## src/rtl/lmb_bram_port_arbiter.sv

```systemverilog
// lmb_bram_port_arbiter: shares BRAM port B between two LMB-side requesters.
// Optional macro ARB_RR_EN selects round-robin instead of fixed priority.
module lmb_bram_port_arbiter #(
    parameter logic [0:31] C_BASEADDR    = 32'h00000000,
    parameter logic [0:31] C_HIGHADDR    = 32'h0000FFFF,
    parameter int          C_PORT_DWIDTH = 32,
    parameter int          C_NUM_WE      = 4
) (
    input  logic                     Clk,
    input  logic                     Rst,
    input  logic                     Req0,
    input  logic [0:31]              Addr0,
    input  logic [0:C_NUM_WE-1]      We0,
    input  logic [0:C_PORT_DWIDTH-1] Wdata0,
    output logic                     Ack0,
    output logic                     Err0,
    output logic                     Rvalid0,
    output logic [0:C_PORT_DWIDTH-1] Rdata0,
    input  logic                     Req1,
    input  logic [0:31]              Addr1,
    input  logic [0:C_NUM_WE-1]      We1,
    input  logic [0:C_PORT_DWIDTH-1] Wdata1,
    output logic                     Ack1,
    output logic                     Err1,
    output logic                     Rvalid1,
    output logic [0:C_PORT_DWIDTH-1] Rdata1,
    output logic                     BRAM_Rst_B,
    output logic                     BRAM_EN_B,
    output logic [0:C_NUM_WE-1]      BRAM_WEN_B,
    output logic [0:31]              BRAM_Addr_B,
    output logic [0:C_PORT_DWIDTH-1] BRAM_Dout_B,
    input  logic [0:C_PORT_DWIDTH-1] BRAM_Din_B
);

    localparam logic [0:31] C_MASK = C_HIGHADDR - C_BASEADDR;

    logic                     r_ack0, r_ack1;
    logic                     r_err0, r_err1;
    logic                     r_rv0, r_rv1;
    logic                     r_en;
    logic [0:C_NUM_WE-1]      r_wen;
    logic [0:31]              r_addr;
    logic [0:C_PORT_DWIDTH-1] r_dout;
    logic [0:C_PORT_DWIDTH-1] r_rdata0, r_rdata1;
    logic                     r_tag_v, r_tag_o;
    logic                     r_tag2_v, r_tag2_o;

    logic                     w_elig0, w_elig1;
    logic                     w_gnt0, w_gnt1;
    logic                     w_any, w_hit, w_issue, w_rd;
    logic [0:31]              w_addr;
    logic [0:C_NUM_WE-1]      w_we;
    logic [0:C_PORT_DWIDTH-1] w_wdata;

    // A requester in its Ack cycle still shows Req; mask it to avoid a regrant.
    assign w_elig0 = Req0 & ~r_ack0;
    assign w_elig1 = Req1 & ~r_ack1;

`ifdef ARB_RR_EN
    logic r_ptr;

    assign w_gnt0 = w_elig0 & (~w_elig1 | ~r_ptr);
    assign w_gnt1 = w_elig1 & (~w_elig0 | r_ptr);

    // Preference flips to the other requester after every grant.
    always_ff @(posedge Clk) begin
        if (Rst)
            r_ptr <= 1'b0;
        else if (w_gnt0)
            r_ptr <= 1'b1;
        else if (w_gnt1)
            r_ptr <= 1'b0;
    end
`else
    assign w_gnt0 = w_elig0;
    assign w_gnt1 = w_elig1 & ~w_elig0;
`endif

    assign w_any   = w_gnt0 | w_gnt1;
    assign w_addr  = w_gnt1 ? Addr1 : Addr0;
    assign w_we    = w_gnt1 ? We1 : We0;
    assign w_wdata = w_gnt1 ? Wdata1 : Wdata0;
    assign w_hit   = (w_addr & ~C_MASK) == C_BASEADDR;
    assign w_issue = w_any & w_hit;
    assign w_rd    = ~|w_we;

    // Acknowledge the winner; flag an error when its address misses the window.
    always_ff @(posedge Clk) begin
        if (Rst) begin
            r_ack0 <= 1'b0;
            r_ack1 <= 1'b0;
            r_err0 <= 1'b0;
            r_err1 <= 1'b0;
        end else begin
            r_ack0 <= w_gnt0;
            r_ack1 <= w_gnt1;
            r_err0 <= w_gnt0 & ~w_hit;
            r_err1 <= w_gnt1 & ~w_hit;
        end
    end

    // Drive the BRAM port from registers; address and data hold when idle.
    always_ff @(posedge Clk) begin
        if (Rst) begin
            r_en   <= 1'b0;
            r_wen  <= '0;
            r_addr <= '0;
            r_dout <= '0;
        end else begin
            r_en  <= w_issue;
            r_wen <= w_issue ? w_we : '0;
            if (w_issue) begin
                r_addr <= {w_addr[0:29], 2'b00};
                r_dout <= w_wdata;
            end
        end
    end

    // Track read ownership through the BRAM latency and return data to it.
    always_ff @(posedge Clk) begin
        if (Rst) begin
            r_tag_v  <= 1'b0;
            r_tag_o  <= 1'b0;
            r_tag2_v <= 1'b0;
            r_tag2_o <= 1'b0;
            r_rv0    <= 1'b0;
            r_rv1    <= 1'b0;
            r_rdata0 <= '0;
            r_rdata1 <= '0;
        end else begin
            r_tag_v  <= w_issue & w_rd;
            r_tag_o  <= w_gnt1;
            r_tag2_v <= r_tag_v;
            r_tag2_o <= r_tag_o;
            r_rv0    <= r_tag2_v & ~r_tag2_o;
            r_rv1    <= r_tag2_v & r_tag2_o;
            if (r_tag2_v & ~r_tag2_o)
                r_rdata0 <= BRAM_Din_B;
            if (r_tag2_v & r_tag2_o)
                r_rdata1 <= BRAM_Din_B;
        end
    end

    assign Ack0        = r_ack0;
    assign Ack1        = r_ack1;
    assign Err0        = r_err0;
    assign Err1        = r_err1;
    assign Rvalid0     = r_rv0;
    assign Rvalid1     = r_rv1;
    assign Rdata0      = r_rdata0;
    assign Rdata1      = r_rdata1;
    assign BRAM_Rst_B  = 1'b0;
    assign BRAM_EN_B   = r_en;
    assign BRAM_WEN_B  = r_wen;
    assign BRAM_Addr_B = r_addr;
    assign BRAM_Dout_B = r_dout;

endmodule

```

## config.mk

```make
export PLATFORM = sky130hd
export DESIGN_NAME = lmb_bram_port_arbiter
export DESIGN_NICKNAME = d
export VERILOG_FILES = /design/src/rtl/lmb_bram_port_arbiter.sv
export SDC_FILE = /design/constraint.sdc
export NUM_CORES = 1
export LEC_CHECK = 0
export CAP_MARGIN = 15
export CORE_MARGIN = 5
export CORE_UTILIZATION = 35
export CTS_BUF_LIST = sky130_fd_sc_hd__clkbuf_8
export CTS_CLUSTER_DIAMETER = 30
export CTS_CLUSTER_SIZE = 24
export DETAILED_ROUTE_END_ITERATION = 8
export PLACE_DENSITY_LB_ADDON = 0.15
export REMOVE_ABC_BUFFERS = 1
export SLEW_MARGIN = 10
export SYNTH_ARGS = -nofsm -noshare
export SYNTH_HDL_FRONTEND = slang
export SYNTH_SLANG_ARGS = --single-unit
```

## constraint.sdc

```tcl
create_clock -name Clk -period 3.6 [get_ports Clk]
set_clock_uncertainty 0.2 [all_clocks]
set_input_delay 0.72 -clock Clk [delete_from_list [all_inputs] [get_ports Clk]]
set_output_delay 0.72 -clock Clk [all_outputs]
set_load 0.02 [all_outputs]
```

# Yosys cells after proc, flatten, opt, wreduce, memory -nomap -nowiden
# Cells that the tools add are included.
[totals]
out_inout_bits = 140
elab_cells = 38
in_bits = 172
regBits = 140
[op_classes]
n_bitwise = 16
mux = 3
n_reduce_logical = 4
[ops]
columns = ["op", "count"]
rows = [
  ["$mux 32", 2],
  ["$logic_not 32->1", 1],
  ["$and 1x1->1", 9],
  ["$not 1->1", 6],
  ["$mux 4", 1],
  ["$reduce_or 4->1", 1],
  ["$reduce_or 2->1", 1],
  ["$logic_not 1->1", 1],
  ["$or 1x1->1", 1],
]

# Depth between registers and ports, before layout
[depth]
depth_word = 9
mapped_depth = 7

# Worst setup path before layout
# OpenSTA, ideal clock, no wires.
[synth_path]
path_type = "in2reg"
start = "in Addr1[12] in the netlist's numbering"
end = "reg r_addr, in the netlist BRAM_Addr_B[16]"
arrival_time_ps = 1783
setup_time_ps = 119
path_stages = 7
setup_slack_ps = 1498
t_required_ps = 3281
path_cell_list = "nor4_1 > and4_1 > buf_4 > a22o_4 > buf_8 > buf_8 > o221a_1"
[synth_via]
elab_chain_cells = 3
[synth_rtl]
columns = ["item", "line_no", "rtl"]
rows = [
  ["start: declaration", "20", "input logic [0:31] Addr1,"],
  ["$mux 32", "80", "assign w_addr = w_gnt1 ? Addr1 : Addr0;"],
  ["$logic_not 32->1", "83", "assign w_hit = (w_addr & ~C_MASK) == C_BASEADDR;"],
  ["$and 1x1->1", "84", "assign w_issue = w_any & w_hit;"],
  ["end signal: assignment", "113", "r_addr <= {w_addr[0:29], 2'b00};"],
  ["end: declaration", "42", "logic [0:31] r_addr;"],
]
# No other way between the ends.
# A chain may end at the register's enable or synchronous reset.

# Final worst setup path
[layout_path]
start = "in Addr1[9] in the netlist's numbering"
end = "reg r_dout, in the netlist BRAM_Dout_B[16]"
[layout_via]
elab_chain_cells = 3
[layout_rtl]
columns = ["item", "line_no", "rtl"]
rows = [
  ["$mux 32", "80", ""],
  ["$logic_not 32->1", "83", ""],
  ["$and 1x1->1", "84", ""],
  ["end signal: assignment", "114", "r_dout <= w_wdata;"],
  ["end: declaration", "43", "logic [0:C_PORT_DWIDTH-1] r_dout;"],
]
# No other way between the ends.

==> reports/metrics.csv <==
stage;metric;value;unit
synth;ys_seq_area_frac;0.527;
layout;nets;1038;
setup_path;cp.required;3.78;ns
cts;post_cts_buffers;0;
cts;numCtsBuffers;17;
global_route;met2_usage;0.341;
sta;fmax;0.392;GHz
setup_path;critPathMaxFanout;46;
setup_path;worstSetupEndpointType;flop;
die;die_area;0.0178;mm2
synth;syn_inst;592;
cts;clk_latency;0.44;ns
global_route;grt_use_met3;0.100;
sta;rsz0062_at_grt;false;
layout;fin_area;0.00882;mm2
global_route;use_met1;0.231;
synth;synth.distinct_cells;27;
sta;finalCritPeriodShare;0.709;
cts;path_clk_slew;0.08;ns
die;core.rowCount;45;
synth;synth_top_area_frac;0.527;
power;peakVddDrop;0.208;mV
cts;cts-root-buf;clkbuf_8;
placement;hpwl;13.6;mm
placement;io_buffers;304;
layout;final_util;0.587;
global_route;antenna_found_initial;0;
setup_path;critPathMaxStageDelay;0.52;ns
synth;synth_warnings;0;
route;wl_per_cell;17.8;um
route;first_iter_violations;309;
synth;synth_largest_area_cell;dfxtp_1;
synth;ys_ff_latch;140;
route;first_pass_iters;4;
cts;cts-resized-gates;0;
global_route;grt_pass1_wl;29.6;mm
cts;tritoncts;yes;
die;io_pins;312;
global_route;grt_pass1_vias;5564;
layout;drive_gt1_frac;0.0660;
route;num_vias;5447;
setup_path;critPathLaunchType;input pin;
global_route;grt_use_total;0.208;
route;viasPerCell;5.10;
global_route;grt_max_degree;64;
power;p_leak;3.04;nW
synth;syn_area_per_cell;8.98;um2
power;power_density;377;mW/mm2
global_route;grt-ovfl-total;0;
die;core_area;0.0150;mm2
die;dieHeight;133;um
setup_path;cp_top_family;compound AO/OA/AOI/OAI gates;
sta;slew_headroom;0.399;
synth;syn_area;0.00532;mm2
layout;fillers;1302;
sta;slew_violations;0;
sta;hold_violations;0;
route;detail-route-antenna-nets;0;
die;fp.dieW;133;um
sta;fin_crit;2.55;ns
global_route;top_usage_layer;met2;
setup_path;setup.worst_path.class;in2reg;
route;drcViolationCount;0;
cts;cts_hold_buf;0;
cts;htreeDepth;4;
setup_path;cp_slowest_cell;a22o_4;
route;routed_wirelength;19.0;mm
status;status;finished, final reports clean;
layout;regArea;0.00280;mm2
synth;synth.top_cells.by_area;dfxtp_1, a21oi_1, nand2_1;
sta;tightest_slew;0.902;ns
setup_path;arrival;2.73;ns
setup_path;crit_buf_inv;1;
placement;place_area;0.00836;mm2
layout;multi_input_area;0.00221;mm2
placement;place_congestion;0.838;
cts;cts_sinks;140;
setup_path;path_cells;clkdlybuf4s50_1, nor4_1, and4_2, a22o_4, o221a_2;
run;maxCapViolCount;0;
cts;cts_max_path_buffers;2;
die;start_util;0.354;
sta;setup-violations-final;0;
hold_path;hp-class;reg2reg;
layout;area_growth;66.0;%
-- stage by stage --
| step | hold slack (ns) | instances | setup TNS [ns] | setup WS (ns) | power [mW] |
|---|---|---|---|---|---|
| after floorplan | 0.214 | 533 | -39.63 | -0.805 | 1.65 |
| after CTS | 0.256 | 1067 | 0 | 1.09 | 3.37 |
| final | 0.258 | 1068 | 0 | 1.05 | 3.33 |
| after detailed placement | 0.243 | 1035 | 0 | 0.614 | 1.89 |
| after global routing | 0.261 | 1067 | 0 | 0.985 | 3.45 |
| after global placement | 0.228 | 1035 | 0 | 0.636 | 1.88 |
-- final cells by class --
cell class / count / share of cell area
Antenna cell: 1 / 0.000284
Timing Repair Buffer: 314 / 0.353
Tap cell: 188 / 0.0267
Clock buffer: 18 / 0.0281
Multi-Input combinational cell: 393 / 0.250
Clock inverter: 14 / 0.0244
Sequential cell: 140 / 0.318
-- synthesized netlist by cell type --
master     number
clkbuf_2        1
nor2_2          1
nand2b_1        4
mux2i_1         4
nor3_1         52
nand2_1       129
conb_1          1
and2_1         17
o221a_1        40
nor4_1          9
buf_4           7
o221a_2         6
nor2_1          6
and4_1          2
nor2b_1         4
buf_8           5
a22oi_1         1
or4_1           1
buf_1           3
a22o_4          1
dfxtp_1       140
a221oi_2        1
buf_2          12
a2111oi_2       1
nand2_2         1
a21oi_1       110
clkbuf_1       33
-- cells in the final DEF (no fill, tap or decap), types with 3 or more instances in the layout --
master	synthesis	layout
nand2b_1	4	3
clkdlybuf4s50_1	0	303
conb_1	1	3
nor3_1	52	52
mux2i_1	4	4
nor4_1	9	9
buf_4	7	11
o221a_2	6	6
and2_1	17	17
o221a_1	40	40
clkinv_2	0	3
a21oi_1	110	110
nor2_1	6	6
bufinv_16	0	5
clkbuf_8	0	18
nand2_1	129	129
dfxtp_1	140	140
-- flip-flops by register name (all words and copies together) (netlist names) --
register	count
BRAM_WEN_B	4
r_tag_v	1
BRAM_EN_B	1
BRAM_Dout_B	32
Ack0	1
BRAM_Addr_B	30
Err1	1
r_tag2_v	1
Rvalid0	1
Rdata0	32
Rvalid1	1
Rdata1	32
Err0	1
r_tag2_o	1
r_tag_o	1
-- metal layers --
| layer | wire [um] | vias up |
|---|---|---|
| li1 | - | 2627 |
| met1 | 7420 | 2550 |
| met2 | 9140 | 242 |
| met3 | 2000 | 28 |
| met4 | 469 | 0 |
| met5 | 0 | - |
-- path summary, 6_finish.rpt --
path	cells after the start	slack (ns)	end	startpoint
hold / removal	2	0.26	Rdata1[5]	Rdata1[5]
hold reg to reg	2	0.26	Rdata1[5]	Rdata1[5]
setup / recovery	5	1.05	BRAM_Dout_B[16]	Addr1[9]
setup reg to reg	4	1.55	BRAM_Addr_B[10]	Ack0
-- where the power goes --
group,switching (mW),internal [mW]
sequential,0.00168,1.55
combinational,0.112,0.190
clock,0.631,0.845
-- logic make-up after synthesis --
kind of cell | share of synthesized area
compound gates | 0.211
buf+inv | 0.0617
flops | 0.527
mux | 0.00753
other cells | 0.000706
simple gates | 0.191
-- worst reg2reg max path, delay by kind of cell, from the launching register on --
kind	cells	cell delay (ns)
compound gates	1	0.80
buf+inv	1	0.29
flops	1	0.40
simple gates	2	0.33
Power figures use the tool's default switching activity.
